### src/rtl/logic_unit_sequencer.sv
// logic_unit_sequencer: self-timed stimulus/capture stage for the 2-input logic unit.
// It steps through the 16 vectors {sel_group, sel, a, b} and holds each one for
// HOLD_CYCLES cycles. It samples s_in for each vector into a 16-bit truth table
// and raises done when the sweep has finished.
// Optional feature: define SEQ_GOLDEN_CHECK_EN to compare the captured table with
// the expected 16'hE817 on entry to DONE. When it is undefined, pass is tied low.
module logic_unit_sequencer #(
  parameter int HOLD_CYCLES = 1,
  parameter int HC_W        = 4
) (
  input  logic        clk,
  input  logic        reset,
  input  logic        start,
  input  logic        s_in,
  output logic        a,
  output logic        b,
  output logic        sel,
  output logic        sel_group,
  output logic        busy,
  output logic        done,
  output logic [15:0] table_out,
  output logic        pass
);

  typedef enum logic [1:0] {
    IDLE = 2'd0,
    HOLD = 2'd1,
    DONE = 2'd2
  } state_t;

  localparam logic [HC_W-1:0] HOLD_LAST = HC_W'(HOLD_CYCLES - 1);

  state_t          state_q, state_d;
  logic [3:0]      idx_q, idx_d;
  logic [HC_W-1:0] hold_cnt_q, hold_cnt_d;
  logic [15:0]     table_q, table_d;

  // Sweep sequencing: start handling, hold counting, sampling and idx advance.
  always_comb begin
    state_d    = state_q;
    idx_d      = idx_q;
    hold_cnt_d = hold_cnt_q;
    table_d    = table_q;
    case (state_q)
      IDLE, DONE: begin
        if (start) begin
          state_d    = HOLD;
          idx_d      = 4'd0;
          hold_cnt_d = '0;
          table_d    = 16'h0000;
        end
      end
      HOLD: begin
        if (hold_cnt_q == HOLD_LAST) begin
          table_d[idx_q] = s_in;
          if (idx_q == 4'd15) begin
            state_d = DONE;
          end else begin
            idx_d      = idx_q + 4'd1;
            hold_cnt_d = '0;
          end
        end else begin
          hold_cnt_d = hold_cnt_q + 1'b1;
        end
      end
      default: begin
        state_d = IDLE;
      end
    endcase
  end

  // State, vector index, hold counter and captured table registers.
  always_ff @(posedge clk or posedge reset) begin
    if (reset) begin
      state_q    <= IDLE;
      idx_q      <= 4'd0;
      hold_cnt_q <= '0;
      table_q    <= 16'h0000;
    end else begin
      state_q    <= state_d;
      idx_q      <= idx_d;
      hold_cnt_q <= hold_cnt_d;
      table_q    <= table_d;
    end
  end

`ifdef SEQ_GOLDEN_CHECK_EN
  localparam logic [15:0] GOLDEN_TABLE = 16'hE817;

  logic pass_q, pass_d;

  // Golden compare: it uses the table as completed by the final sample and is cleared by a new start.
  always_comb begin
    pass_d = pass_q;
    if ((state_q == IDLE || state_q == DONE) && start) begin
      pass_d = 1'b0;
    end else if (state_q == HOLD && state_d == DONE) begin
      pass_d = (table_d == GOLDEN_TABLE);
    end
  end

  // Pass flag register.
  always_ff @(posedge clk or posedge reset) begin
    if (reset) begin
      pass_q <= 1'b0;
    end else begin
      pass_q <= pass_d;
    end
  end

  assign pass = pass_q;
`else
  assign pass = 1'b0;
`endif

  assign {sel_group, sel, a, b} = idx_q;
  assign busy      = (state_q == HOLD);
  assign done      = (state_q == DONE);
  assign table_out = table_q;

endmodule

### config.mk
export PLATFORM = sky130hd
export DESIGN_NAME = logic_unit_sequencer
export DESIGN_NICKNAME = d
export VERILOG_FILES = /design/src/rtl/logic_unit_sequencer.sv
export SDC_FILE = /design/constraint.sdc
export NUM_CORES = 1
export LEC_CHECK = 0
export CORE_MARGIN = 2
export CORE_UTILIZATION = 48
export CTS_CLUSTER_SIZE = 20
export DETAILED_ROUTE_END_ITERATION = 7
export PLACE_DENSITY = 0.83
export SETUP_SLACK_MARGIN = 0.02
export SYNTH_ARGS = -nofsm -noshare
export SYNTH_HDL_FRONTEND = slang
export SYNTH_SLANG_ARGS = --single-unit
### constraint.sdc
create_clock -name clk -period 2.4 [get_ports clk]
set_clock_uncertainty 0.05 [all_clocks]
set_input_delay 0.36 -clock clk [delete_from_list [all_inputs] [get_ports clk]]
set_output_delay 0.36 -clock clk [all_outputs]
set_load 0.02 [all_outputs]
==> results.ini, run 1 <==
[layout]
fillers = 294
syn2layout_area_growth_pct = 21.6
antenna_cells = 0
final_cell_mix = 51 x nand3_1, 26 x dfrtp_1, 25 x clkdlybuf4s50_1, 17 x o211ai_1, 11 x inv_1
nets = 210
drive_above_1_share_pct = 7.04
final_common_cell = nand3_1

[timing]
layout_min_cycle_time_ps = 2090
rsz0062_at_grt = no
drv_slew = 0
finalHoldViolCount = 0
maxSlewHeadroom_pct = 66.5
finalSetupViolations = 0
final.setup.tns_ps = 0
worst_slack_ps = 310
fmax_mhz = 478
fin_crit_sh_pct = 87.1
worst_pin_slew_ps = 502

[clock_network]
htree_levels = 1
clkTransAtPathRegs_ps = 150
clk_latency_ps = 330
cts_buffers = 3
clockBufferDepth = 2
ctsResizeCount = 0
hold_buffers = 0
post_cts_buffers = 0
cts.sinks = 26
cts_tree = done
cts-root-buf = clkbuf_4

[setup_path]
critPathTopFamily = buffers and inverters
path_buf_inv = 1
crit_slowest_cell = clkdlybuf4s50_1
cp_max_fo = 17
worst_setup_path_start_kind = register
path_cells = clkdlybuf4s50_1
worstSetupPathType = register to primary output
crit_arrival_ps = 1680
cpPeakStageDelay_ps = 700
critical_path_required_ps = 1990
critPathCaptureType = primary output

[floorplan]
placementRows = 21
start_util_pct = 48.9
io_pins = 27
die_area_um2 = 3830
die_x_um = 61.9
core_area_um2 = 3280
dieHeight_um = 61.9

[logic_synthesis]
ys_seq_elements = 26
synth_edf_count = 0
syn_area_um2 = 1610
yosysWarnings = 0
synthDistinctLibCells = 35
synthesis.instances = 177
async_flop_share_pct = 100
ys_seq_area_share_pct = 40.5
ys.flop_type = dfrtp_1
syn_nets = 187
syn_area_per_cell_um2 = 9.08

[detailed_routing]
ant_nets = 0
vias = 1448
drt-vias-per-instance = 5.91
wirelength_um = 3660
drtPass1Iterations = 4
drt_iter0_markers = 98
drc = 0
wl_per_cell_um = 14.9

[grt]
grt_pass1_vias = 1372
grt_max_degree = 29
antenna_found_initial = 0
groute.usage.overall_pct = 22.0
overflow = 0
grt_pass1_wl_um = 6300

[power_and_ir_drop]
ir_drop_mv = 0.494
cellPowerDensity_nw_per_um2 = 1310
p_leak_uw = 0.000835

[outcome]
status = finished, final reports clean

[placed_design]
gp_congestion = 0.876
place_hpwl_um = 2580
dpl_worst_slack_ps = 497
io_buffers = 25

[flow_run]
cap_viol_max_count = 0

[hold_path]
holdCritPathClass = input port to asynchronous set/reset pin

## power by group
| group | internal [µW] | switching, µW |
|---|---|---|
| Sequential | 596 | 189 |
| Combinational | 676 | 792 |
| Clock | 169 | 138 |
## cell families (layout without fill, tap and decap cells)
group	count (synthesis)	in the layout	share of synthesized area [%]
simple gates	82	82	30.4
fa+ha+maj	6	6	4.67
flops	26	26	40.5
other cells	1	1	0.233
mux	4	4	2.57
xor+xnor	1	1	0.545
compound gates	31	31	14.2
buf+inv	26	48	6.93
## registers in the layout (all words and copies together) (netlist names)
signal,count
idx_q,4
table_out,16
hold_cnt_q,4
state_q,2
## final cells by class
| class | count | area [µm²] | area share [%] |
|---|---|---|---|
| sequential | 26 | 651 | 33.3 |
| tap | 46 | 57.6 | 2.95 |
| clock buffer | 3 | 22.5 | 1.15 |
| multi-input combinational | 125 | 845 | 43.2 |
| timing repair buffer | 32 | 303 | 15.5 |
| clock inverter | 1 | 30.0 | 1.54 |
| inverter | 12 | 45.0 | 2.31 |
## final timing paths
kind / start / end / slack (ps) / depth (start not counted)
worst max-delay path: idx_q[3] / sel_group / 310 / 1
worst min-delay path: reset / table_out[10] / 310 / 3
worst min register to register: hold_cnt_q[0] / hold_cnt_q[0] / 490 / 1
max in group asynchronous: reset / idx_q[1] / 1740 / 3
worst max register to register: hold_cnt_q[0] / idx_q[3] / 450 / 5
min in group clk: hold_cnt_q[0] / hold_cnt_q[0] / 490 / 1
## Yosys cell counts (all sizes together) (2+ instances only)
| cell type | instances | area share (%) |
|---|---|---|
| a211o | 4 | 2.2 |
| a21oi | 3 | 0.93 |
| and4b | 4 | 2.5 |
| buf | 7 | 2.5 |
| clkbuf | 7 | 1.6 |
| dfrtp | 26 | 40 |
| ha | 6 | 4.7 |
| inv | 11 | 2.6 |
| mux2i | 3 | 1.9 |
| nand2 | 2 | 0.47 |
| nand2b | 2 | 0.78 |
| nand3 | 51 | 16 |
| nand3b | 8 | 3.7 |
| nand4 | 4 | 1.6 |
| nor2b | 3 | 1.2 |
| nor3b | 2 | 1.2 |
| o211ai | 17 | 7.9 |
| o21ai | 3 | 0.93 |
| o311ai | 2 | 1.1 |
## worst min-delay path, cell delays in order
cell and delay, ps:
clkdlybuf4s50_1 400, inv_1 50, buf_4 310
## metrics by stage
stage	cell area, µm²	instances	hold slack [ps]	utilization, %	power [µW]
finish	1950	245	314	59.5	2560
global placement	1900	241	456	57.9	2220
CTS	1950	245	319	59.5	2570
floorplan	1610	177	350	-	1790
global route	1950	245	333	59.5	2790
detailed placement	1900	241	470	57.9	2260
## per-layer routing
metal | global-route usage, % | vias up | part of all wire [%] | wire length (µm)
li1 | - | 703 | - | -
met1 | 29.2 | 705 | 46 | 1700
met2 | 37.0 | 36 | 49 | 1800
met3 | 3.11 | 4 | 3.3 | 120
met4 | 7.29 | 0 | 0.96 | 35
met5 | 0 | - | 0 | 0
Power figures use the tool's default switching activity.
==> run 2, diff against run 1 <==
- CAP_MARGIN: default -> 20
==> results of run 2 <==
Same layout as run 1: the final DEF is identical, and so are final timing and power.
==> patch (flow settings as in run 2) <==
Re-encode `state_t` (3 states) as one-hot, 3 bits wide.
--- a/src/rtl/logic_unit_sequencer.sv
+++ b/src/rtl/logic_unit_sequencer.sv
@@ -24,6 +24,6 @@
 
-  typedef enum logic [1:0] {
-    IDLE = 2'd0,
-    HOLD = 2'd1,
-    DONE = 2'd2
+  typedef enum logic [2:0] {
+    IDLE = 3'b001,
+    HOLD = 3'b010,
+    DONE = 3'b100
   } state_t;
Function: same outputs for any inputs over 10 cycles, from zero or initial values and one cycle with reset high; not proved beyond that.
==> patch against run 2 <==
Count of clock-buffer cells in the layout is the same. Largest cell class is now registers. Critical path type unchanged. First-iteration DRC count decreased by 63%. Synthesized cell count shrank 14%. Core utilization increased by 2.5 points. Area after synthesis is 11% lower. Cell area decreased by 12%. Sequential cell count increased by 1. Routed wire length decreased by 13%. Setup slack got worse by 0.087 ns.
Power is not compared: it rests on default switching activity, and its combinational part moved more than twofold at a synthesized area within 25%.
==> patch: results (changes against run 2) <==
yosysSeqAreaShare_pct: 47.6  # was 40.5%
post_cts.repair.setup_buffers: 0  # unchanged
grt_first_pass_wirelength_um: 5420  # was 6300 µm
drive_above_1_share_pct: 8.52  # was 7.04%
max_slew.worst_pin.slew_ns: 0.532  # was 0.502 ns
routedWlPerCell_um: 15.3  # was 14.9 µm
yosys.area_share.adder_pct: 5.28  # was 4.67%
first_global_vias: 1195  # was 1372
clk_path_buf_depth: 2  # unchanged
critical_path.max_fanout: 4  # was 17
synth_xor_area_share_pct: 0.616  # was 0.545%
grt_start_max_net_pins: 22  # was 29
final_nets: 187  # was 210
switching_share_pct: 40.8
synth.top_cells.by_count: "33 x sky130_fd_sc_hd__o21ai_0, 26 x sky130_fd_sc_hd__dfrtp_1, 15 x sky130_fd_sc_hd__a21oi_1"  # was 51 x sky130_fd_sc_hd__nand3_1, 26 x sky130_fd_sc_hd__dfrtp_1, 17 x sky130_fd_sc_hd__o211ai_1
crit_path_top_delay_cell: "sky130_fd_sc_hd__clkdlybuf4s50_1"  # unchanged
grt_util_met2_pct: 33.7  # was 37.0%
wl_met3_um: 163  # was 120 µm
grt_util_met1_pct: 28.4  # was 29.2%
dp_slack_ns: 0.362  # was 0.497 ns
yosys.cell_types.count: 37  # was 35
outcome: "complete, no violations"  # unchanged
proportion_of_synthesized_area_in_mux_cells_pct: 0.704  # was 2.57%
length_of_routed_met2_wiring_um: 1550  # was 1800 µm
numPortBuffers: 25  # unchanged
viasPerCell: 5.93  # was 5.91
crit_arrival_ns: 1.77  # was 1.68 ns
detail_route.wirelength.met1_um: 1420  # was 1700 µm
critical-path-max-stage-delay_ns: 0.66  # was 0.70 ns
ctsRootBufferMaster: "sky130_fd_sc_hd__clkbuf_4"  # unchanged
synth.net_count: 162  # was 187
detail_route.iter0.violations: 36  # was 98
place_congestion: 0.814  # was 0.876
global_route.usage.met3_pct: 3.52  # was 3.11%
synthTopCellsByArea: "sky130_fd_sc_hd__dfrtp_1 46%, sky130_fd_sc_hd__o21ai_0 12%, sky130_fd_sc_hd__a21oi_1 5.3%, sky130_fd_sc_hd__ha_1 5.3%, sky130_fd_sc_hd__nand3_1 2.5%"  # was sky130_fd_sc_hd__dfrtp_1 40%, sky130_fd_sc_hd__nand3_1 16%, sky130_fd_sc_hd__o211ai_1 7.9%, sky130_fd_sc_hd__ha_1 4.7%, sky130_fd_sc_hd__nand3b_1 3.7%
synth-compound-area-share_pct: 25.2  # was 14.2%
antenna_violations_before_repair: 0  # unchanged
place_hpwl_um: 2350  # was 2580 µm
track_usage_pct: 20.7  # was 22.0%
fillerInstances: 229  # was 294
## patch: cell count changes after synthesis, sizes merged, moves of 4 or more
cell,delta
nor2,+5
o211ai,-17
a21oi,+12
and4b,-4
nand2,+6
a31oi,+4
nand3,-44
o21ai,+30
nand3b,-8
nand4,-4
## patch: cell type report
class | instances | area [µm²] | area share [%]
multi-input cells | 108 | 663 | 38.5
flip-flops and latches | 27 | 678 | 39.3
clock buffers | 3 | 22.5 | 1.31
inverters | 9 | 38.8 | 2.25
well taps | 31 | 38.8 | 2.25
repair buffers | 28 | 275 | 16.0
clock inverters | 1 | 7.51 | 0.435
## patch: stage by stage
stage               instances  hold slack [ns]  cell area [µm²]  total power [mW]  utilization, %
finish                    207            0.292             1720              1.40            62.0
global route              207            0.359             1720              1.49            62.0
CTS                       207            0.328             1720              1.40            61.9
detailed placement        203            0.448             1690              1.20            60.8
global placement          203            0.445             1690              1.16            60.8
floorplan                 152            0.362             1420              1.02               -
## patch: worst paths after layout
| kind | startpoint | to | slack, ns | cells past startpoint |
|---|---|---|---|---|
| max | state_q[2]$_DFFE_PP0P_ | done | 0.22 | 3 |
| min | reset | state_q[2]$_DFFE_PP0P_ | 0.29 | 2 |
| max reg2reg | hold_cnt_q[0]$_DFFE_PP0P_ | hold_cnt_q[0]$_DFFE_PP0P_ | 0.44 | 7 |
| min reg2reg | table_out[8]$_DFFE_PP0P_ | table_out[8]$_DFFE_PP0P_ | 0.48 | 2 |
| max in group asynchronous | reset | table_out[2]$_DFFE_PP0P_ | 1.43 | 3 |
| min in group clk | table_out[8]$_DFFE_PP0P_ | table_out[8]$_DFFE_PP0P_ | 0.48 | 2 |
## patch: what timing repair did
action	in CTS	in global routing
endpoints found under the hold margin	0	0
hold buffers	0	0
gates resized for setup	0	2
setup endpoints to repair	0	1
